File: src/rtl/regfile_pkg.sv
// Shared constants and types for the register-file writeback path.
package regfile_pkg;

    localparam int ADDR_W   = 5;
    localparam int DATA_W   = 32;
    localparam int NREGS    = 32;
    localparam int REG_ZERO = 0;

    typedef enum logic [1:0] {
        SRC_NONE,
        SRC_ALU,
        SRC_MEM
    } wb_src_t;

endpackage

File: src/rtl/regfile_scoreboard.sv
// Busy-register scoreboard: tracks registers with outstanding writes and
// raises the decode stall on a read-after-write hazard.
module regfile_scoreboard
    import regfile_pkg::*;
#(
    parameter int ADDR_W = regfile_pkg::ADDR_W,
    parameter int NREGS  = regfile_pkg::NREGS
) (
    input  logic              clk,
    input  logic              rst,
    input  logic              set_en,
    input  logic [ADDR_W-1:0] set_addr,
    input  logic              clr_en,
    input  logic [ADDR_W-1:0] clr_addr,
    input  logic              wr_pend,
    input  logic [ADDR_W-1:0] wr_addr,
    input  logic [ADDR_W-1:0] rs_addr,
    input  logic [ADDR_W-1:0] rt_addr,
    output logic              stall,
    output logic [NREGS-1:0]  busy
);

    localparam logic [ADDR_W-1:0] ZERO_ADDR = ADDR_W'(REG_ZERO);

    logic [NREGS-1:0] busy_q;
    logic [NREGS-1:0] busy_d;
    logic             rs_hit;
    logic             rt_hit;

    // Set is applied after clear so a newer producer keeps the register busy.
    always_comb begin
        busy_d = busy_q;
        if (clr_en && (clr_addr != ZERO_ADDR)) begin
            busy_d[clr_addr] = 1'b0;
        end
        if (set_en && (set_addr != ZERO_ADDR)) begin
            busy_d[set_addr] = 1'b1;
        end
        busy_d[0] = 1'b0;
    end

    always_ff @(posedge clk) begin
        if (rst) begin
            busy_q <= '0;
        end else begin
            busy_q <= busy_d;
        end
    end

    always_comb begin
        rs_hit = (rs_addr != ZERO_ADDR) &&
                 (busy_q[rs_addr] || (wr_pend && (wr_addr == rs_addr)));
        rt_hit = (rt_addr != ZERO_ADDR) &&
                 (busy_q[rt_addr] || (wr_pend && (wr_addr == rt_addr)));
        stall  = rs_hit || rt_hit;
    end

    assign busy = busy_q;

endmodule

File: src/rtl/regfile_wb_arbiter.sv
// Writeback arbiter for the register file's single write port: ALU vs load
// arbitration with starvation relief, registered write controls, scoreboard.
module regfile_wb_arbiter #(
    parameter int DATA_W     = regfile_pkg::DATA_W,
    parameter int ADDR_W     = regfile_pkg::ADDR_W,
    parameter int NREGS      = regfile_pkg::NREGS,
    parameter int STARVE_MAX = 3
) (
    input  logic              Clock,
    input  logic              Reset,
    input  logic              IssueValid,
    input  logic [ADDR_W-1:0] IssueAddr,
    input  logic              AluValid,
    input  logic [ADDR_W-1:0] AluAddr,
    input  logic [DATA_W-1:0] AluData,
    output logic              AluReady,
    input  logic              MemValid,
    input  logic [ADDR_W-1:0] MemAddr,
    input  logic [DATA_W-1:0] MemData,
    output logic              MemReady,
    output logic              RegWrite,
    output logic [ADDR_W-1:0] WriteAddr,
    output logic [DATA_W-1:0] WriteData,
    input  logic [ADDR_W-1:0] RsAddr,
    input  logic [ADDR_W-1:0] RtAddr,
    output logic              Stall,
    output logic [NREGS-1:0]  Busy
);

    import regfile_pkg::*;

    localparam int                CNT_W     = (STARVE_MAX < 2) ? 1 : $clog2(STARVE_MAX + 1);
    localparam logic [ADDR_W-1:0] ZERO_ADDR = ADDR_W'(REG_ZERO);

    wb_src_t           grant_src;
    logic              alu_priority;
    logic [ADDR_W-1:0] grant_addr;
    logic [DATA_W-1:0] grant_data;

    logic [CNT_W-1:0]  starve_q, starve_d;
    logic              reg_write_q, reg_write_d;
    logic [ADDR_W-1:0] write_addr_q, write_addr_d;
    logic [DATA_W-1:0] write_data_q, write_data_d;

    always_comb begin
        alu_priority = (starve_q == CNT_W'(STARVE_MAX));
        grant_src    = SRC_NONE;
        if (!Reset) begin
            if (AluValid && (!MemValid || alu_priority)) begin
                grant_src = SRC_ALU;
            end else if (MemValid) begin
                grant_src = SRC_MEM;
            end
        end
    end

    assign AluReady = (grant_src == SRC_ALU);
    assign MemReady = (grant_src == SRC_MEM);

    always_comb begin
        grant_addr = MemAddr;
        grant_data = MemData;
        if (grant_src == SRC_ALU) begin
            grant_addr = AluAddr;
            grant_data = AluData;
        end
    end

    // A grant to register 0 completes the handshake but never writes.
    always_comb begin
        reg_write_d  = 1'b0;
        write_addr_d = write_addr_q;
        write_data_d = write_data_q;
        if ((grant_src != SRC_NONE) && (grant_addr != ZERO_ADDR)) begin
            reg_write_d  = 1'b1;
            write_addr_d = grant_addr;
            write_data_d = grant_data;
        end
    end

    always_comb begin
        starve_d = starve_q;
        if (grant_src == SRC_ALU) begin
            starve_d = '0;
        end else if (AluValid && !alu_priority) begin
            starve_d = starve_q + CNT_W'(1);
        end
    end

    always_ff @(posedge Clock) begin
        if (Reset) begin
            starve_q     <= '0;
            reg_write_q  <= 1'b0;
            write_addr_q <= '0;
            write_data_q <= '0;
        end else begin
            starve_q     <= starve_d;
            reg_write_q  <= reg_write_d;
            write_addr_q <= write_addr_d;
            write_data_q <= write_data_d;
        end
    end

    assign RegWrite  = reg_write_q;
    assign WriteAddr = write_addr_q;
    assign WriteData = write_data_q;

    regfile_scoreboard #(
        .ADDR_W (ADDR_W),
        .NREGS  (NREGS)
    ) u_scoreboard (
        .clk      (Clock),
        .rst      (Reset),
        .set_en   (IssueValid),
        .set_addr (IssueAddr),
        .clr_en   (grant_src != SRC_NONE),
        .clr_addr (grant_addr),
        .wr_pend  (reg_write_q),
        .wr_addr  (write_addr_q),
        .rs_addr  (RsAddr),
        .rt_addr  (RtAddr),
        .stall    (Stall),
        .busy     (Busy)
    );

endmodule

File: config.mk
export PLATFORM = sky130hd
export DESIGN_NAME = regfile_wb_arbiter
export DESIGN_NICKNAME = d
export VERILOG_FILES = /design/src/rtl/regfile_pkg.sv /design/src/rtl/regfile_scoreboard.sv /design/src/rtl/regfile_wb_arbiter.sv
export SDC_FILE = /design/constraint.sdc
export NUM_CORES = 1
export LEC_CHECK = 0
export BUFFER_PORTS_ARGS = -buffer_cell sky130_fd_sc_hd__buf_2
export CAP_MARGIN = 0
export CORE_UTILIZATION = 29
export CTS_CLUSTER_SIZE = 30
export DETAILED_ROUTE_END_ITERATION = 10
export GPL_ROUTABILITY_DRIVEN = 0
export PLACE_DENSITY_LB_ADDON = 0.05
export REMOVE_ABC_BUFFERS = 1
export SYNTH_ARGS = -nofsm -noshare
export SYNTH_HDL_FRONTEND = slang
export SYNTH_HIERARCHICAL = 1
export SYNTH_SLANG_ARGS = --single-unit
File: constraint.sdc
create_clock -name Clock -period 2.3 [get_ports Clock]
set_input_delay 0.115 -clock Clock [delete_from_list [all_inputs] [get_ports Clock]]
set_output_delay 0.115 -clock Clock [all_outputs]
set_load 0.01 [all_outputs]
==> metrics.md <==
| Metric | Value |
|---|---|
| Number of I/O port buffers | 165 |
| Detailed-route DRC error count | 0 |
| Final setup fails | 0 |
| Final ANT Viol Nets | 0 |
| Hold WC Path Type | in -> reg |
| Max Root-Sink Buffers | 2 |
| H-tree depth | 3 |
| N_diodes | 0 |
| Max-slew violations | 0 |
| Share of the synthesized area in the top cell type | 34.3% |
| Mapped Cells | 453 |
| CTS root buf | clkbuf_16 |
| Post-synth EDFFs | 0 |
| Pwr dens | 598 nW/µm² |
| Final period util | 97.2% |
| Hpwl dp | 10.3 mm |
| 1st-pass router iterations | 5 |
| Worst Path Required | 2180 ps |
| Layout Cells excl Fill | 790 |
| Die Height | 121 µm |
| Layout cells sized above 1 | 33.9% |
| Layout area overhead | 29.4% |
| Initial core utilization | 29.8% |
| Async SR Flop Fraction | 0% |
| Max-cap check violation count | 0 |
| CTS sink cnt | 71 |
| Synthesized cell area | 4140 µm² |
| Avg Cell Area, Syn | 9.14 µm² |
| Period minus WS final | 2240 ps |
| Initial antenna violation count | 0 |
| Initial DRC count | 273 |
| Crit path max-delay cell type | mux4_2 |
| Total GRT Usage | 19.2% |
| WP data arrival | 2120 ps |
| Critical path's most frequent cell | mux4_2 |
| Skew-Pair Late Insertion Delay | 340 ps |
| Main synth FF type | dfxtp_1 |
| Ports | 167 |
| Slew headroom | 50.4% |
| Wire length per cell | 17.4 µm |
| NumNets Final | 702 |
| Number of global-route vias before repair | 3835 |
| CTS tree | done |
| Global route total overflow | 0 |
| Vias per cell | 5.03 |
| Placed insts | 776 |
| Int Power | 2.34 mW |
| Clock slew at reported path FFs | 60 ps |
| Clk pwr share | 39.6% |
| Crit path cell chain | mux4_2, mux4_2, nor3b_2, o22ai_1, buf_2 |
| Status | complete, no violations |
| Die area | 14800 µm² |
| Peak supply drop | 279 µV |
| Number of buffers created by CTS | 9 |
| Area contributors post-synth | dfxtp_1 34%, mux2i_1 16%, nand2b_1 6.5% |
| NetSw | 0.865 mW |
| Yosys warns | 6 |
| FP Rows | 43 |
| Register bit total from synthesis | 71 |
| Startpoint class of the critical path | flip-flop |
| Unique masters post-synth | 47 |
| Final WL | 13.7 mm |
| Core area | 13900 µm² |
| Worst Tran Pin Value | 742 ps |
| Hold Vio Cnt, Final | 0 |
| Chip Width | 121 µm |
| First-pass GRT wire length | 21.3 mm |
| CP Class | reg -> out |
| Largest area contributor in the netlist | dfxtp_1 |
| Hold WS | 59.0 ps |
| Switching Share | 27.0% |
| Post-CTS Setup Repair Bufs | 0 |
| Leakage | 2.31 nW |
| DR vias | 3974 |
| Crit-path max FO | 4 |
| Hold buffer count at CTS | 0 |
| Fin Clk Skew | 6.91 ps |
| RSZ-0062 raised after global routing | no |
| Sequential fraction of the synthesis area | 34.3% |
| Largest net degree at the start of global routing | 66 |
| Fmax | 447 MHz |
| Crit end category | output port |
| Sequential share of power | 42.4% |
| Worst stage delay on the critical path | 510 ps |
| Gate power share | 17.9% |
## registers in the layout, summed over array words and instances (netlist names)
| register | cells |
|---|---|
| u_scoreboard/busy | 31 |
| WriteAddr | 5 |
| WriteData | 32 |
| starve_q | 2 |
| RegWrite | 1 |
## layout by cell type, fill, tap and decap left out, drive strengths merged, types with 2 or more instances in the layout
cell type / synthesis / routed
a31oi: 5 / 5
nor2b: 7 / 7
nand4: 2 / 2
mux2i: 65 / 65
or4: 2 / 2
or3: 2 / 2
nand2b: 43 / 43
a2111oi: 2 / 2
inv: 3 / 3
o22ai: 2 / 2
a211oi: 2 / 2
nor2: 17 / 17
nor3: 5 / 5
nand3b: 2 / 2
clkbuf: 15 / 13
nand3: 16 / 16
xor2: 8 / 8
a21o: 4 / 4
o21ai: 36 / 36
nand2: 53 / 53
mux4: 15 / 15
dfxtp: 71 / 71
o2111ai: 4 / 4
nor4: 3 / 3
xnor2: 2 / 2
buf: 16 / 174
a21oi: 37 / 37
mux2: 3 / 3
## power by group through the flow
stage / Sequential, mW / Combinational (mW) / Clock, mW
3_3_place_gp: 1.38 / 0.575 / 0
6_report: 1.36 / 0.575 / 1.27
2_1_floorplan: 1.41 / 0.259 / 0
4_1_cts: 1.36 / 0.581 / 1.31
5_1_grt: 1.37 / 0.634 / 1.36
3_5_place_dp: 1.38 / 0.578 / 0
## layout make-up
class	count	area, µm²
Clock buffer	13	260
Clock inverter	1	5.00
Fill cell	1464	8530
Inverter	3	11.3
Multi-Input combinational cell	348	2520
Sequential cell	71	1420
Tap cell	180	225
Timing Repair Buffer	174	906
## worst max-delay path, delay by kind of cell (launching register included)
kind | cells | cell delay, ps
DFF | 1 | 360
AOI/OAI and AO/OA | 1 | 110
and+or+nand+nor | 1 | 170
buffers and inverters | 1 | 150
muxes | 2 | 1000
## cell usage after synthesis (2+ instances only)
master	count
o2111ai_1	4
nand2b_1	43
buf_6	7
nand4_1	2
nor2b_1	7
mux4_1	5
nand2_1	53
xnor2_1	2
nor4_1	3
or3_1	2
a31oi_1	5
mux4_2	10
buf_2	8
nor3_1	5
a21oi_1	37
inv_1	3
o22ai_1	2
nand3b_1	2
xor2_1	8
mux2i_1	65
a21o_1	4
o21ai_0	36
dfxtp_1	71
mux2_2	2
nor2_1	16
clkbuf_1	14
a2111oi_0	2
nand3_1	16
## path summary, 6_finish.rpt
kind	cells past startpoint	slack (ps)	start	endpoint
hold / removal	3	60	MemData[29]	WriteData[29]
setup / recovery	5	60	u_scoreboard/busy[10]	Stall
setup reg to reg	8	240	starve_q[0]	u_scoreboard/busy[25]
hold reg to reg	2	470	WriteData[22]	WriteData[22]
## metal layers
| layer | wire length (µm) | up-vias | GRT usage, % |
|---|---|---|---|
| li1 | - | 1935 | - |
| met1 | 6200 | 1892 | 25.0 |
| met4 | 161 | 0 | 6.79 |
| met5 | 0 | - | 0 |
| met2 | 6430 | 137 | 30.9 |
| met3 | 914 | 10 | 4.37 |
## stage by stage
step	utilization (%)	cell area (µm²)	TNS, ps	power, mW	setup WS (ps)
global placement	36.6	5090	0	1.96	244
detailed placement	36.6	5090	0	1.96	189
finish	38.6	5360	0	3.20	64.1
global route	38.6	5360	0	3.36	10.8
floorplan	-	3960	-27610	1.67	-935
CTS	38.6	5350	0	3.25	45.5
## kinds of logic (layout without fill, tap and decap cells)
group | after synthesis | in the layout | synth area share, %
flops | 71 | 71 | 34.3
fa+ha+maj | 1 | 1 | 0.302
buf+inv | 34 | 191 | 4.72
simple gates | 156 | 156 | 19.3
mux | 83 | 83 | 25.2
compound gates | 97 | 97 | 14.0
other cells | 1 | 1 | 0.0906
xor+xnor | 10 | 10 | 2.12
## repair_timing
| item | CTS | global route |
|---|---|---|
| endpoints found under the hold margin | 0 | 0 |
| endpoints found under the setup margin | 0 | 16 |
| gates resized for setup | 0 | 2 |
(Power assumes the default switching activity.)
